## src/rtl/shiftreg_pkg.sv

```systemverilog
// rtl/shiftreg_pkg.sv - shared types and register addresses for the button scanner
package shiftreg_pkg;

    typedef enum logic [1:0] {
        LOAD,
        LOW,
        HIGH,
        GAP
    } scan_state_t;

    localparam logic REG_BUTTONS = 1'b0;
    localparam logic REG_EVENTS  = 1'b1;

endpackage

```

## src/rtl/shiftreg_tick.sv

```systemverilog
// rtl/shiftreg_tick.sv - phase tick divider, one-cycle pulse every CLK_DIV clocks
module shiftreg_tick #(
    parameter int CLK_DIV = 25
) (
    input  logic clk,
    input  logic reset_n,
    output logic tick
);

    localparam int CW = (CLK_DIV > 1) ? $clog2(CLK_DIV) : 1;
    localparam logic [CW-1:0] LAST = CW'(CLK_DIV - 1);

    logic [CW-1:0] cnt;

    assign tick = (cnt == LAST);

    always_ff @(posedge clk or negedge reset_n) begin
        if (!reset_n) begin
            cnt <= '0;
        end else if (tick) begin
            cnt <= '0;
        end else begin
            cnt <= cnt + 1'b1;
        end
    end

endmodule

```

## src/rtl/shiftreg_button_scanner.sv

```systemverilog
// rtl/shiftreg_button_scanner.sv - scans a PISO button shift register, debounces, Avalon-MM slave
module shiftreg_button_scanner #(
    parameter int NBITS    = 16,
    parameter int CLK_DIV  = 25,
    parameter int SCAN_GAP = 20000
) (
    input  logic             clk,
    input  logic             reset_n,
    output logic             shiftreg_clk,
    output logic             shiftreg_loadn,
    input  logic             shiftreg_out,
    input  logic             avs_address,
    input  logic             avs_read,
    output logic [31:0]      avs_readdata,
    input  logic             avs_write,
    input  logic [31:0]      avs_writedata,
    output logic             irq,
    output logic [NBITS-1:0] buttons
);
    import shiftreg_pkg::*;

    localparam int IW = (NBITS > 1) ? $clog2(NBITS) : 1;
    localparam int GW = (SCAN_GAP > 1) ? $clog2(SCAN_GAP) : 1;
    localparam logic [IW-1:0] IDX_LAST = IW'(NBITS - 1);
    localparam logic [GW-1:0] GAP_LAST = GW'(SCAN_GAP - 1);

    scan_state_t     state, state_next;
    logic            tick;
    logic [1:0]      sync_q;
    logic [IW-1:0]   idx;
    logic [GW-1:0]   gap_cnt;
    logic [NBITS-1:0] shift, cand, rise, events, clr_mask, events_next;
    logic            scan_done;
    logic            unused_wdata;

    assign unused_wdata = &{1'b0, avs_writedata[31:NBITS]};

    shiftreg_tick #(.CLK_DIV(CLK_DIV)) u_tick (
        .clk     (clk),
        .reset_n (reset_n),
        .tick    (tick)
    );

    always_ff @(posedge clk or negedge reset_n) begin
        if (!reset_n) begin
            state <= LOAD;
        end else begin
            state <= state_next;
        end
    end

    always_comb begin
        state_next = state;
        if (tick) begin
            case (state)
                LOAD:    state_next = LOW;
                LOW:     state_next = HIGH;
                HIGH:    state_next = (idx == IDX_LAST) ? GAP : LOW;
                GAP:     state_next = (gap_cnt == GAP_LAST) ? LOAD : GAP;
                default: state_next = LOAD;
            endcase
        end
    end

    // Pin outputs are registered copies of the phase, so they trail the state by one clock.
    always_ff @(posedge clk or negedge reset_n) begin
        if (!reset_n) begin
            sync_q         <= '1;
            idx            <= '0;
            gap_cnt        <= '0;
            shift          <= '0;
            scan_done      <= 1'b0;
            shiftreg_clk   <= 1'b0;
            shiftreg_loadn <= 1'b1;
        end else begin
            sync_q         <= {sync_q[0], shiftreg_out};
            scan_done      <= 1'b0;
            shiftreg_loadn <= (state != LOAD);
            shiftreg_clk   <= (state == HIGH);
            if (tick) begin
                case (state)
                    LOAD: idx <= '0;
                    LOW:  shift[IDX_LAST - idx] <= ~sync_q[1];
                    HIGH: begin
                        if (idx == IDX_LAST) begin
                            scan_done <= 1'b1;
                            gap_cnt   <= '0;
                        end else begin
                            idx <= idx + 1'b1;
                        end
                    end
                    GAP:  gap_cnt <= gap_cnt + 1'b1;
                    default: idx <= '0;
                endcase
            end
        end
    end

    // A new value is accepted only when two consecutive scans agree.
    always_ff @(posedge clk or negedge reset_n) begin
        if (!reset_n) begin
            cand    <= '0;
            buttons <= '0;
            rise    <= '0;
        end else begin
            rise <= '0;
            if (scan_done) begin
                cand <= shift;
                if (shift == cand) begin
                    buttons <= shift;
                    rise    <= shift & ~buttons;
                end
            end
        end
    end

    // Clear is applied before set so a same-cycle press survives the write.
    always_comb begin
        clr_mask = '0;
        if (avs_write && (avs_address == REG_EVENTS)) begin
            clr_mask = avs_writedata[NBITS-1:0];
        end
        events_next = (events & ~clr_mask) | rise;
    end

    always_ff @(posedge clk or negedge reset_n) begin
        if (!reset_n) begin
            events       <= '0;
            irq          <= 1'b0;
            avs_readdata <= '0;
        end else begin
            events <= events_next;
            irq    <= |events_next;
            if (avs_read) begin
                avs_readdata <= (avs_address == REG_EVENTS) ? 32'(events) : 32'(buttons);
            end
        end
    end

endmodule

```

## config.mk

```make
export PLATFORM = sky130hd
export DESIGN_NAME = shiftreg_button_scanner
export DESIGN_NICKNAME = d
export VERILOG_FILES = /design/src/rtl/shiftreg_pkg.sv /design/src/rtl/shiftreg_tick.sv /design/src/rtl/shiftreg_button_scanner.sv
export SDC_FILE = /design/constraint.sdc
export NUM_CORES = 1
export LEC_CHECK = 0
export ABC_AREA = 0
export CAP_MARGIN = 15
export CORE_ASPECT_RATIO = 2
export CORE_MARGIN = 1
export CORE_UTILIZATION = 55
export CTS_BUF_LIST = sky130_fd_sc_hd__clkbuf_2 sky130_fd_sc_hd__clkbuf_4 sky130_fd_sc_hd__clkbuf_8
export DETAILED_ROUTE_END_ITERATION = 8
export PLACE_DENSITY = 0.82
export SLEW_MARGIN = 10
export SYNTH_ARGS = -nofsm -noshare
export SYNTH_HDL_FRONTEND = slang
export SYNTH_SLANG_ARGS = --single-unit
export TNS_END_PERCENT = 5
```

## constraint.sdc

```tcl
create_clock -name clk -period 2.44 [get_ports clk]
set_input_delay 0.244 -clock clk [delete_from_list [all_inputs] [get_ports clk]]
set_output_delay 0.244 -clock clk [all_outputs]
set_load 0.02 [all_outputs]
```

# Word-level counts from Yosys, hierarchy flattened
# Cells that the tools add are included.
[totals]
register_bits = 144
latch_bits = 0
ramBits = 0
romBits = 0
input_bits = 38
out_inout_bits = 51
elab_cells = 65
n_memories = 0
[op_classes]
addsub = 4
multipliers = 0
div = 0
n_lt_le_gt_ge = 2
n_eq_ne = 9
shift = 0
n_mux = 18
bitwise = 6
reduce_logical = 11
[ops]
columns = ["op", "count"]
rows = [
  ["$mux 16", 4],
  ["$and 16x16->16", 2],
  ["$not 16->16", 2],
  ["$pmux 15 s2", 1],
  ["$bwmux 16", 1],
  ["$eq 16x16->1", 1],
  ["$or 16x16->16", 1],
  ["$reduce_or 16->1", 1],
  ["$add 15x1->15 const B", 1],
  ["$eq 15x15->1 const B", 1],
  ["$mux 15", 1],
  ["$pmux 2 s4", 1],
  ["$pmux 4 s2", 1],
  ["$reduce_and 3->1", 2],
  ["$reduce_bool 2->1", 3],
  ["$add 5x1->5 const B", 1],
  ["$eq 5x5->1 const B", 1],
  ["$lt 4x5->1 const B", 1],
  ["$mux 5", 1],
  ["$add 4x1->4 const B", 1],
  ["$demux 1 s4", 1],
  ["$eq 2x2->1 const B", 2],
  ["$eq 4x4->1 const B", 1],
  ["$ge 4x1->1 const B", 1],
  ["other kinds (11)", 17],
]

# Depth between registers and ports, before layout
[logic_depth]
word_depth = 6
mapped_depth = 8
depth_no_buf = 7

# Hierarchy
# Synthesis repeated with hierarchy kept, for this count alone.
[unflattened]
cells_unflattened = 491
hier_area_um2 = 5572.8
[modules_own_cells]
columns = ["module", "instances", "cells_each", "area_each_um2", "seq_area_each_um2"]
rows = [
  ["shiftreg_button_scanner", 1, 467, 5306.3, 3081.7],
  ["shiftreg_tick", 1, 24, 266.5, 125.1],
]

# Worst setup path after synthesis
# No wires, ideal clock.
[synth_path]
path_kind = "register -> register"
startpoint = "register u_tick.cnt[0]"
endpoint = "register shift[0]"
setup_time_ns = 0.137
arrival_time_ns = 1.895
required_ns = 2.303
setup_slack_ns = 0.408
path_stages_with_launch = 9
n_path_buf = 1
period_less_slack_ns = 2.032
path_cell_list = "dfrtp_1 > inv_1 > ha_1 > and4b_1 > buf_2 > nand2_1 > nor3b_1 > nand3_1 > mux2i_1"
[synth_between]
elab_chain_cells = 2
[synth_rtl]
columns = ["element", "line_no", "text"]
rows = [
  ["start: declaration", "shiftreg_tick.sv:13", "logic [CW-1:0] cnt;"],
  ["start signal: assignment", "shiftreg_tick.sv:23", "cnt <= cnt + 1'b1;"],
  ["$eq 5x5->1", "shiftreg_tick.sv:15", "assign tick = (cnt == LAST);"],
  ["$reduce_and 2->1 (no source line)", "--", ""],
  ["end signal: indexed assignment", "shiftreg_button_scanner.sv:83", "LOW: shift[IDX_LAST - idx] <= ~sync_q[1];"],
  ["end: declaration", "shiftreg_button_scanner.sv:32", "logic [NBITS-1:0] shift, cand, rise, events, clr_mask, events_next;"],
]
# No other way between the ends.
# A chain may end at the register's enable or synchronous reset.

# Final worst setup path
# Same ends and word-level chain as after synthesis.

==> results.json <==
{
  "finalNonFillerCells": 683,
  "drt_iter0_drc": 197,
  "dpl_cell_area_mm2": 0.006218,
  "end_kind": "flip-flop",
  "numCtsBuffers": 17,
  "die_w_um": 72.97,
  "grt_pass1_wl_mm": 17.96,
  "gp_congestion": 0.8154,
  "crit_family": "simple AND/OR/NAND/NOR gates",
  "synth_top_area_cell": "dfrtp_1",
  "clk_latency_ns": 0.44,
  "worst_pin_slew_ns": 0.5902,
  "netlist_top_cells_area": "dfrtp_1 56%, mux2_2 3.7%, mux2i_1 3.3%, mux2_1 3.0%, xnor2_1 3.0%",
  "synth_compound_area_share_pct": 8.153,
  "timing.slew.headroom_pct": 60.65,
  "arrival_ns": 2.46,
  "cts_setup_buffers": 0,
  "finalSetupViolCount": 0,
  "num_vias": 3800,
  "synthSimpleGateAreaFrac_pct": 12.80,
  "ios": 89,
  "finalCritPeriodShare_pct": 88.31,
  "path_max_fanout": 8,
  "cts-hold-fix-buffers": 1,
  "m1WireLength_mm": 3.867,
  "crit_chain": "inv_1, ha_1, and4b_1, nand2_1, nor3b_1, buf_4, nand3_1, mux2i_1",
  "worst-r2r-setup-slack_ns": 0.29,
  "antenna_left": 0,
  "yosysSeqAreaShare_pct": 57.88,
  "dieArea_mm2": 0.01050,
  "drt-total-wl_mm": 10.97,
  "synthXorXnorAreaFrac_pct": 5.059,
  "crit_type": "flip-flop to flip-flop",
  "yosys-mux-area-fraction_pct": 9.959,
  "route.detailed.wl_per_inst_um": 16.06,
  "ys_types": 42,
  "synth_area_mm2": 0.005540,
  "yosysWarnings": 0,
  "detail_route.first_pass.iterations": 4,
  "synth-seq-cells": 128,
  "peakVddDrop_mv": 0.5893,
  "htreeDepth": 4,
  "worst_slack_ns": 0.2852,
  "crit_path_start_kind": "flip-flop",
  "wl_met3_um": 362,
  "min_path_type": "primary input to flip-flop",
  "period_needed_ns": 2.155,
  "gr-usage-all-layers_pct": 23.24,
  "final_common_cell": "dfrtp_1",
  "placed_cells": 650,
  "power_density_mw_per_mm2": 655.4,
  "clock_skew_ns": 0.01355,
  "synthCells": 470,
  "ys_async_sr_fraction_pct": 100.0,
  "fin_nets": 583,
  "viasPerCell": 5.564,
  "cts_sinks": 128,
  "clk_path_buf_depth": 2,
  "p_leak_uw": 0.003277,
  "core_area_mm2": 0.009763,
  "die_height_um": 143.9,
  "synth-adder-area-share_pct": 1.581,
  "fillers": 722,
  "cts_tree": "done",
  "syn2layout_area_growth_pct": 20.48,
  "drive_gt1_share_pct": 13.43,
  "hold_violations": 0,
  "cts-resized-gates": 0,
  "port_buffers": 56,
  "antenna_found_initial": 0,
  "synth_edf_count": 0,
  "drc": 0,
  "clockRootBuffer": "clkbuf_8",
  "grt_max_degree": 47,
  "rsz0062_at_grt": "no",
  "highest_layer": "met4",
  "hpwl_mm": 7.905,
  "critical_path_required_ns": 2.74,
  "max_freq_mhz": 464.1,
  "status": "finished, final reports clean",
  "max_cap_violations": 0,
  "antenna_cells": 0,
  "synth_top_area_share_pct": 56.46,
  "syn-mean-instance-area_um2": 11.79,
  "clk_pin_slew_ns": 0.07,
  "tns_ns": 0,
  "ys.flop_type": "dfrtp_1",
  "place_ws_ns": -0.03328,
  "grt_pass1_vias": 3842,
  "rows": 51,
  "layout_common_cells": "125 x dfrtp_1, 55 x clkdlybuf4s50_1, 39 x nor2_1",
  "cpMaxStageDelayCell": "dfrtp_1",
  "cp_num_buf_inv": 2,
  "synth_top_family_by_area": "simple AND/OR/NAND/NOR gates",
  "overflow": 0,
  "slew_violations": 0,
  "met2WireLength_mm": 6.317,
  "design_area_mm2": 0.006675,
  "start_util_pct": 56.75,
  "critical_path.max_stage_delay_ns": 0.41
}
## cells in the mapped netlist, types with 16 or more instances
cell     count
dfrtp_1    125
nor2_1      39
a21oi_1     32
nand2_1     27
xnor2_1     19
mux2_2      18
mux2i_1     18
a21o_1      16
buf_4       16
nor3b_1     16
## metrics by stage
stage               hold WS [ns]  total power (uW)  utilization [%]
floorplan               -0.05159              2305                -
global placement          0.2741              2406            63.69
detailed placement        0.2886              2412            63.69
CTS                       0.1950              4422            68.37
global route              0.1918              4536            68.37
finish                    0.2179              4375            68.37
## layout make-up
type                    instances  area [um2]  share of cell area, %
well taps                     132       165.2                  2.474
clock inverters                14       205.2                  3.074
clock buffers                  18       241.5                  3.618
multi-input cells             313        2141                  32.07
inverters                       6       22.52                 0.3374
repair buffers                 72       693.2                  10.38
flip-flops and latches        128        3207                  48.04
## final timing paths
kind / startpoint / end / depth (start not counted)
worst max-delay path: u_tick.cnt[0] / shift[0] / 8
worst min-delay path: shiftreg_out / sync_q[0] / 1
worst max register to register: u_tick.cnt[0] / shift[0] / 8
worst min register to register: sync_q[0] / sync_q[1] / 0
max in group asynchronous: reset_n / sync_q[0] / 3
min in group asynchronous: reset_n / avs_readdata[8] / 2
## worst register-to-register path, delay by kind of cell (launching register included)
| family | cells | cell delay (ns) |
|---|---|---|
| adders and majority gates | 1 | 0.18 |
| and+or+nand+nor | 4 | 1.00 |
| muxes | 1 | 0.16 |
| DFF | 1 | 0.41 |
| buffers and inverters | 2 | 0.27 |
## cell families (layout without fill, tap and decap cells)
group / Yosys count / in the layout
AO/OA/AOI/OAI: 74 / 74
XOR/XNOR: 32 / 32
adder cells (fa/ha/maj): 7 / 7
buffers and inverters: 44 / 110
flip-flops: 128 / 128
multiplexers: 51 / 51
other: 1 / 16
AND/OR/NAND/NOR: 133 / 133
## report_power, final
group          switching (uW)  internal, uW  total [uW]
Clock                     859          1140        2000
Combinational             130          85.4         215
Sequential               14.2          2140        2160
## sequential cells by signal, summed over array words and instances (netlist names)
register        cells
state               2
gap_cnt            15
avs_readdata       16
events             16
scan_done           1
shift              16
cand               16
shiftreg_clk        1
idx                 4
sync_q              2
irq                 1
u_tick.cnt          5
shiftreg_loadn      1
rise               16
buttons            16
## layer usage
metal / vias to the layer above / GRT usage [%]
met5: - / 0
met2: 91 / 42.84
li1: 1761 / -
met4: 0 / 14.24
met1: 1919 / 22.81
met3: 29 / 5.119
No activity file was read; power rests on OpenSTA's default activity.
==> patch (same flow settings) <==
`SCAN_GAP`: 20000 -> 5000.
--- a/src/rtl/shiftreg_button_scanner.sv
+++ b/src/rtl/shiftreg_button_scanner.sv
@@ -2,7 +2,7 @@
 module shiftreg_button_scanner #(
     parameter int NBITS    = 16,
     parameter int CLK_DIV  = 25,
-    parameter int SCAN_GAP = 20000
+    parameter int SCAN_GAP = 5000
 ) (
     input  logic             clk,
     input  logic             reset_n,
Function: same outputs for any inputs over 10 cycles, from zero or initial values and one cycle with reset_n low; that may be too few to reach the edited logic, so the function may still have changed.
==> patch against the original RTL <==
Total power down 4.1%. Worst hold slack worse by 3.6 ps. Wire length down 1.9%. Cell area down 1.9%. Worst setup slack better by 130 ps. Clock skew down 4.0 ps. Final cell count down 1.5%. Sequential cell count down 2. Synthesized area down 0.95%. Critical path type unchanged. Critical endpoint is now buttons[2]$_DFFE_PN0P_.
==> patch: results (changes against the original RTL) <==
[critical_path]
reg2reg_slack_ps = 410  ; was 290 ps
path_max_fanout = 32  ; was 8
timing.rr.start = shift[3]$_DFFE_PN0P_  ; was u_tick.cnt[0]$_DFF_PN0_
rr_worst_depth = 6  ; was 8
rr_endpoint = buttons[2]$_DFFE_PN0P_  ; was shift[0]$_DFFE_PN0P_

[synthesis]
synth-seq-cells = 126  ; was 128
synthMuxAreaShare_pct = 10.60  ; was 9.959%
synth.top_cells.by_area = dfrtp_1 (56%), mux2i_1 (3.8%), mux2_2 (3.5%), mux2_1 (3.3%), xnor2_1 (2.7%)  ; was dfrtp_1 (56%), mux2_2 (3.7%), mux2i_1 (3.3%), mux2_1 (3.0%), xnor2_1 (3.0%)
netlist_instances = 468  ; was 470
ys_seq_area_share_pct = 57.52  ; was 57.88%
synth_common_cells = dfrtp_1 (123), nor2_1 (38), nand2_1 (26), clkbuf_1 (22)  ; was dfrtp_1 (125), nor2_1 (39), a21oi_1 (32), nand2_1 (27), xnor2_1 (19)
synth_xor_area_share_pct = 4.469  ; was 5.059%
synth_compound_area_share_pct = 8.778  ; was 8.153%

[cells_and_area]
nonClkBufAreaFrac_pct = 10.24  ; was 10.38%
inverters = 10  ; was 6
seq_area_sq_mm = 0.003157  ; was 0.003207 sq mm
num-fill-cells = 708  ; was 722
nNonClkBuffers = 69  ; was 72
drive_above_1_share_pct = 12.38  ; was 13.43%
utilization_pct = 67.54  ; was 68.37%
finish.net_count = 573  ; was 583
nMultiInputCombCells = 304  ; was 313
multi_input_area_sq_mm = 0.002106  ; was 0.002141 sq mm
clkCellAreaFrac_pct = 6.341  ; was 6.692%

[grt]
globalRouteMet3Util_pct = 5.787  ; was 5.119%
use_met2_pct = 42.99  ; was 42.84%
grt_max_degree = 52  ; was 47
grt_pass1_wl_mm = 17.60  ; was 17.96 mm
met1_usage_pct = 23.20  ; was 22.81%
grt_use_total_pct = 22.78  ; was 23.24%

[routing]
vias = 3695  ; was 3,800
drt_wl_total_mm = 10.76  ; was 10.97 mm
drt_iter0_markers = 166  ; was 197
viasPerCell = 5.490  ; was 5.564

[pwr]
combPwrFrac_pct = 5.1  ; was 4.9%
pwr_density_cell_mw_per_mm2 = 640.3  ; was 655.4 mW/mm^2
p_int_uw = 3231  ; was 3372 uW
vdd_drop_max_mv = 0.3321  ; was 0.5893 mV
clk-power_uw = 1860  ; was 2000 uW
leakage_uw = 0.003222  ; was 0.003277 uW

[outcome]
outcome = complete, no violations  ; unchanged

[clocking]
post_cts_buffers = 0  ; unchanged

[place]
dp_slack_ps = 6.273  ; was -33.28 ps
gp_congestion = 0.8446  ; was 0.8154
dpl_cell_area_sq_mm = 0.006126  ; was 0.006218 sq mm
dp.cells = 640  ; was 650
dp_hpwl_mm = 7.802  ; was 7.905 mm

[die]
core_sq_mm = 0.009699  ; was 0.009763 sq mm

[timing]
clock_skew_ps = 9.591  ; was 13.55 ps
worst_pin_slew_ps = 659.2  ; was 590.2 ps
holdWs_ps = 214.3  ; was 217.9 ps

patch: changes by cell type after synthesis, sizes merged, moves of 3 or more:
cell | unedited run | this run
a21oi | 32 | 21
a41oi | 3 | 12
clkbuf | 15 | 22
inv | 6 | 10
mux2i | 18 | 21
nor3b | 19 | 12
patch: worst max-delay path by stage:
stage                                       start                endpoint  slack, ps  cells past startpoint
after floorplan           u_tick.cnt[0]$_DFF_PN0_   shift[12]$_DFFE_PN0P_        420                      9
after global placement                avs_address           irq$_DFF_PN0_         20                      6
after detailed placement              avs_address           irq$_DFF_PN0_          6                      6
after CTS                    shift[3]$_DFFE_PN0P_  buttons[2]$_DFFE_PN0P_        390                      6
after global routing      u_tick.cnt[0]$_DFF_PN0_    shift[9]$_DFFE_PN0P_        290                      8
final                        shift[3]$_DFFE_PN0P_  buttons[2]$_DFFE_PN0P_        410                      6
patch: per-layer routing:
layer	part of all wire, %	wire (microns)
met4	2.0	215
met1	37	3953
met2	58	6272
met3	2.9	316
met5	0	0
